===== config.mk =====
export PLATFORM = sky130hd
export DESIGN_NAME = sram_arbiter
export DESIGN_NICKNAME = d
export VERILOG_FILES = /design/src/rtl/sram_arb_pkg.sv /design/src/rtl/sram_arb_pick.sv /design/src/rtl/sram_arbiter.sv
export SDC_FILE = /design/constraint.sdc
export NUM_CORES = 1
export LEC_CHECK = 0
export ABC_AREA = 1
export ABC_CLOCK_PERIOD_IN_PS = 2630
export CORE_ASPECT_RATIO = 0.5
export CORE_MARGIN = 1
export CORE_UTILIZATION = 45
export CTS_CLUSTER_DIAMETER = 80
export CTS_CLUSTER_SIZE = 30
export DETAILED_ROUTE_END_ITERATION = 10
export DONT_BUFFER_PORTS = 1
export PLACE_DENSITY_LB_ADDON = 0.12
export SLEW_MARGIN = 5
export SYNTH_ARGS = -nofsm -noshare
export SYNTH_HDL_FRONTEND = slang
export SYNTH_SLANG_ARGS = --single-unit
export TNS_END_PERCENT = 5

===== constraint.sdc =====
create_clock -name clk -period 2.63 [get_ports clk]
set_input_delay 0.526 -clock clk [delete_from_list [all_inputs] [get_ports clk]]
set_output_delay 0.526 -clock clk [all_outputs]
set_load 0.03 [all_outputs]

===== src/rtl/sram_arb_pkg.sv =====
`default_nettype none
// ============================================================================
// Module   : sram_arb_pkg
// Brief    : Shared constants for the two-port SRAM arbiter (FSM encodings,
//            requester ids, default address/data widths).
// Revision : 1.0
// ============================================================================
package sram_arb_pkg;

    localparam int c_default_aw = 8;
    localparam int c_default_dw = 8;
    localparam int c_state_w    = 2;

    typedef logic [c_state_w-1:0] state_t;

    localparam state_t c_st_idle   = 2'd0;
    localparam state_t c_st_setup  = 2'd1;
    localparam state_t c_st_access = 2'd2;
    localparam state_t c_st_done   = 2'd3;

    typedef logic req_id_t;

    localparam req_id_t c_id_a = 1'b0;
    localparam req_id_t c_id_b = 1'b1;

    function automatic req_id_t other_id(input req_id_t id);
        return ~id;
    endfunction

endpackage
`default_nettype wire


===== src/rtl/sram_arb_pick.sv =====
`default_nettype none
// ============================================================================
// Module   : sram_arb_pick
// Brief    : Winner selection; on a tie the requester not granted last wins.
// Revision : 1.0
// ============================================================================
module sram_arb_pick
    import sram_arb_pkg::*;
(
    input  logic    req_a,
    input  logic    req_b,
    input  req_id_t last_grant,
    output req_id_t winner,
    output logic    valid
);

    always_comb begin
        valid  = req_a | req_b;
        winner = c_id_a;
        if (req_a && req_b) begin
            winner = other_id(last_grant);
        end else if (req_b) begin
            winner = c_id_b;
        end
    end

endmodule
`default_nettype wire


===== src/rtl/sram_arbiter.sv =====
`default_nettype none
// ============================================================================
// Module   : sram_arbiter
// Brief    : Two-requester single-port SRAM arbiter, IDLE/SETUP/ACCESS/DONE.
//            Define SRAM_ARB_RR_EN for round-robin ties; otherwise A wins ties.
// Revision : 1.0
// ============================================================================
module sram_arbiter
    import sram_arb_pkg::*;
#(
    parameter int AW = c_default_aw,
    parameter int DW = c_default_dw
) (
    input  logic          clk,
    input  logic          rst,
    input  logic          req_a,
    input  logic          req_b,
    input  logic          we_a,
    input  logic          we_b,
    input  logic [AW-1:0] addr_a,
    input  logic [AW-1:0] addr_b,
    input  logic [DW-1:0] wdata_a,
    input  logic [DW-1:0] wdata_b,
    output logic          gnt_a,
    output logic          gnt_b,
    output logic          done_a,
    output logic          done_b,
    output logic [DW-1:0] rdata,
    output logic          busy,
    output logic          mem_cs,
    output logic          mem_wr,
    output logic          mem_rd,
    output logic [AW-1:0] mem_addr,
    output logic [DW-1:0] mem_din,
    input  logic [DW-1:0] mem_dout
);

    state_t        r_state_q,  w_state_d;
    req_id_t       r_winner_q, w_winner_d;
    logic          r_we_q,     w_we_d;
    logic [AW-1:0] r_addr_q,   w_addr_d;
    logic [DW-1:0] r_wdata_q,  w_wdata_d;
    logic [DW-1:0] r_rdata_q,  w_rdata_d;

    req_id_t       w_last_grant;
    req_id_t       w_pick_winner;
    logic          w_pick_valid;

    sram_arb_pick u_pick (
        .req_a      (req_a),
        .req_b      (req_b),
        .last_grant (w_last_grant),
        .winner     (w_pick_winner),
        .valid      (w_pick_valid)
    );

`ifdef SRAM_ARB_RR_EN
    req_id_t r_last_q, w_last_d;

    always_comb begin
        w_last_d = r_last_q;
        if (r_state_q == c_st_idle && w_pick_valid) begin
            w_last_d = w_pick_winner;
        end
    end

    always_ff @(posedge clk) begin
        if (rst) begin
            r_last_q <= c_id_b;
        end else begin
            r_last_q <= w_last_d;
        end
    end

    assign w_last_grant = r_last_q;
`else
    // Pinning "last" to B makes the picker's tie rule collapse to A-first.
    assign w_last_grant = c_id_b;
`endif

    // State register
    always_ff @(posedge clk) begin
        if (rst) begin
            r_state_q  <= c_st_idle;
            r_winner_q <= c_id_a;
            r_we_q     <= 1'b0;
            r_addr_q   <= '0;
            r_wdata_q  <= '0;
            r_rdata_q  <= '0;
        end else begin
            r_state_q  <= w_state_d;
            r_winner_q <= w_winner_d;
            r_we_q     <= w_we_d;
            r_addr_q   <= w_addr_d;
            r_wdata_q  <= w_wdata_d;
            r_rdata_q  <= w_rdata_d;
        end
    end

    // Next state and command latching
    always_comb begin
        w_state_d  = r_state_q;
        w_winner_d = r_winner_q;
        w_we_d     = r_we_q;
        w_addr_d   = r_addr_q;
        w_wdata_d  = r_wdata_q;
        w_rdata_d  = r_rdata_q;
        case (r_state_q)
            c_st_idle: begin
                if (w_pick_valid) begin
                    w_state_d  = c_st_setup;
                    w_winner_d = w_pick_winner;
                    w_we_d     = (w_pick_winner == c_id_b) ? we_b    : we_a;
                    w_addr_d   = (w_pick_winner == c_id_b) ? addr_b  : addr_a;
                    w_wdata_d  = (w_pick_winner == c_id_b) ? wdata_b : wdata_a;
                end
            end
            c_st_setup:  w_state_d = c_st_access;
            c_st_access: begin
                w_state_d = c_st_done;
                if (!r_we_q) begin
                    w_rdata_d = mem_dout;
                end
            end
            c_st_done:   w_state_d = c_st_idle;
            default:     w_state_d = c_st_idle;
        endcase
    end

    // Outputs decoded from state
    always_comb begin
        gnt_a    = 1'b0;
        gnt_b    = 1'b0;
        done_a   = 1'b0;
        done_b   = 1'b0;
        mem_cs   = 1'b0;
        mem_wr   = 1'b0;
        mem_rd   = 1'b0;
        mem_addr = '0;
        mem_din  = '0;
        busy     = (r_state_q != c_st_idle);
        case (r_state_q)
            c_st_setup: begin
                gnt_a    = (r_winner_q == c_id_a);
                gnt_b    = (r_winner_q == c_id_b);
                mem_cs   = 1'b1;
                mem_addr = r_addr_q;
                mem_din  = r_wdata_q;
            end
            c_st_access: begin
                mem_cs   = 1'b1;
                mem_wr   = r_we_q;
                mem_rd   = !r_we_q;
                mem_addr = r_addr_q;
                mem_din  = r_wdata_q;
            end
            c_st_done: begin
                done_a = (r_winner_q == c_id_a);
                done_b = (r_winner_q == c_id_b);
            end
            default: ;
        endcase
    end

    assign rdata = r_rdata_q;

endmodule
`default_nettype wire

==> results.md <==
- Status: complete, no violations
- Number of CTS-inserted buffers: 3
- Yosys top cell area share: 0.344
- Total number of vias: between 1k and 1.5k
- Drt pass-1 iters: 4
- Clock share of power: 0.174
- # IOs: slightly below 80
- DPL Wire Length: 2310 um
- Post-route antenna net violation count: 0
- Logic pwr share: 0.459
- Crit Path Class: flip-flop to output port
- Initial antenna violation count: 0
- CTS H-tree depth: 1
- Final core utilization: 0.497
- Setup crit end: mem_addr[0]
- Pwr/cell area: roughly 1100 nW/um^2
- Layout Nets: 334
- Final setup TNS: 0 ns
- Hold Violations, Final: 0
- Starting Density: 0.472
- Rel. slew slack: 0.466
- Final setup fails: 0
- Post-synth cell types: 17
- Flop2flop setup slack: 0.80 ns
- Max_cap viols: 0
- Remaining global-route overflow: 0
- FFs w/ async S/R, synth: 0
- Critical Path RT: around 2.1 ns
- Cell with the most instances after synthesis: nand2_1
- Chip Height: roughly 45 um
- Worst setup SP type: flip-flop
- Leak: between 1 and 1.5 nW
- Final period util: 0.893
- CTS tree: done
- Routed length per instance: ~9.8 um
- # hold bufs at CTS: 0
- Post-Syn Area: ~1600 sq um
- PostCTS Resize Cnt: 0
- Min setup slack post-route: 0.282 ns
- Seq pwr share: 0.366
- Syn Inst Count: about 290
- Final GP Congestion: about 0.7
- Clock buffer depth: 2
- Vias per inst: 4.37
- First-pass GRT wire length: between 5000 and 6000 um
- Initial drt markers: around 40
- Worst slew pin tran: approximately 0.80 ns
- DRC violations left: 0
- Worst Reg-to-Reg Cells: 7
- Share of layout cells above drive strength 1: 0.0355
- Max Clock Skew: around 0.0077 ns
- Post-layout min period: about 2.3 ns
- DIE AREA: 3890 sq um
- Clock root buffer master: clkbuf_8
- Peak supply drop: approximately 0.53 mV
- Post-synth EDFFs: 0
- Area grow syn2layout: 5.21%
- Pre-CTS WS: between 0.5 and 0.6 ns
- YS warnings: 0
- Post-synth top flop: dfxtp_1
- Reg-to-Reg Start: r_state_q[0]
- Fmax: 426 MHz
- Diode count: 0
- Number of cell rows: 15
- Clk pin slew, worst setup/hold paths: about 0.10 ns
- Pint: about 1000 uW
- Hold path cells: 1
- Tot Pwr: around 1.9 mW
- Core Area: 3450 sq um
- # Post-CTS Setup Buffers: 0
- RSZ-0062 raised after global routing: false
- Top cells by count, synth: nand2_1, nor2_1, inv_1
- Clk_lat worst skew: roughly 0.27 ns
- Top cells by area, synth: dfxtp_1, nand2_1, nor2_1
- Post-synthesis sequential area ratio: 0.344
- Syn Area/Cell: 5.70 sq um
- # clock sinks: 28
- Sw Pwr: 944 uW
- Switching part of the total power: 0.490
- Synth area leader: dfxtp_1
- Buffers on Ports: 0
- Worst-path fanout max: 18
- Crit path from: r_state_q[1]
- Vias in the first global route: between 1k and 1.5k
- Slew Limit Fails: 0
- Worst r2r dst: rdata[4]
- GRT Overall Usage: 0.174
- Die width: about 87 um
- Crit path DAT: between 1.5 and 2 ns
- Drt total wl: 3260 um
- Largest net degree at the start of global routing: 35
- Post-Syn Nets: about 340
- Hold/Removal Path Class: primary input to flip-flop
- Number of synthesized register bits: 28
- Crit. End Element: output port
power groups by stage:
stage	sequential, mW	clock [mW]	combinational, mW
finish	0.706	0.336	0.885
detailed placement	0.714	0	0.888
CTS	0.706	0.349	0.892
global route	0.723	0.365	1.01
floorplan	0.696	0	0.782
global placement	0.713	0	0.869
flip-flops by register name (all words and copies together), names as in the netlist:
register and count:
r_we_q 1, r_addr_q 8, r_wdata_q 8, rdata 8, r_winner_q 1, r_state_q 2
area by class of cell:
| type | instances | area [sq um] |
|---|---|---|
| Fill cell | 383 | 1740 |
| Multi-Input combinational cell | 185 | 773 |
| Sequential cell | 28 | 561 |
| Inverter | 64 | 240 |
| Tap cell | 51 | 63.8 |
| Clock buffer | 3 | 41.3 |
| Clock inverter | 1 | 30.0 |
| Timing Repair Buffer | 1 | 7.51 |
cell families after synthesis:
| logic type | count (synthesis) | share of synthesized area |
|---|---|---|
| AO/OA/AOI/OAI | 12 | 0.0391 |
| adder cells (fa/ha/maj) | 5 | 0.0383 |
| buffers and inverters | 73 | 0.183 |
| flip-flops | 28 | 0.344 |
| AND/OR/NAND/NOR | 168 | 0.396 |
critical path: stages, from the launching register on:
cell     delay, ns
dfxtp_1       0.39
inv_1         0.10
ha_1          0.68
nand2_1       0.13
inv_1         0.24
per-layer routing:
metal  part of all wire  global-route usage  vias to the layer above
met5                  0                   0                        -
met4             0.0012              0.0197                        0
met3              0.071              0.0578                        2
met2               0.43               0.313                       52
met1               0.50               0.212                      609
li1                   -                   -                      792
worst min-delay path by stage:
stage	from	to	slack, ns
finish	rst	r_winner_q	0.31
global route	rst	r_winner_q	0.29
CTS	rst	r_winner_q	0.30
detailed placement	r_wdata_q[4]	r_wdata_q[4]	0.51
global placement	r_wdata_q[2]	r_wdata_q[2]	0.50
floorplan	r_winner_q	r_winner_q	0.48
through the flow:
step | hold WS (ns) | cells | instance area, sq um
global placement | 0.502 | 329 | 1650
CTS | 0.301 | 333 | 1720
detailed placement | 0.507 | 329 | 1650
floorplan | 0.476 | 286 | 1630
global route | 0.289 | 333 | 1720
finish | 0.312 | 333 | 1720
cells in the final DEF (no fill, tap or decap):
| cell | n |
|---|---|
| nor2_2 | 1 |
| dfxtp_1 | 28 |
| inv_1 | 63 |
| clkbuf_8 | 3 |
| o21ai_0 | 10 |
| buf_4 | 1 |
| ha_1 | 5 |
| nand3_1 | 1 |
| nor2_1 | 74 |
| bufinv_16 | 1 |
| nand2_1 | 89 |
| o21ai_2 | 1 |
| nor2_4 | 1 |
| nand2_2 | 2 |
| clkinv_1 | 1 |
| a21oi_1 | 1 |
(Power assumes the default switching activity.)
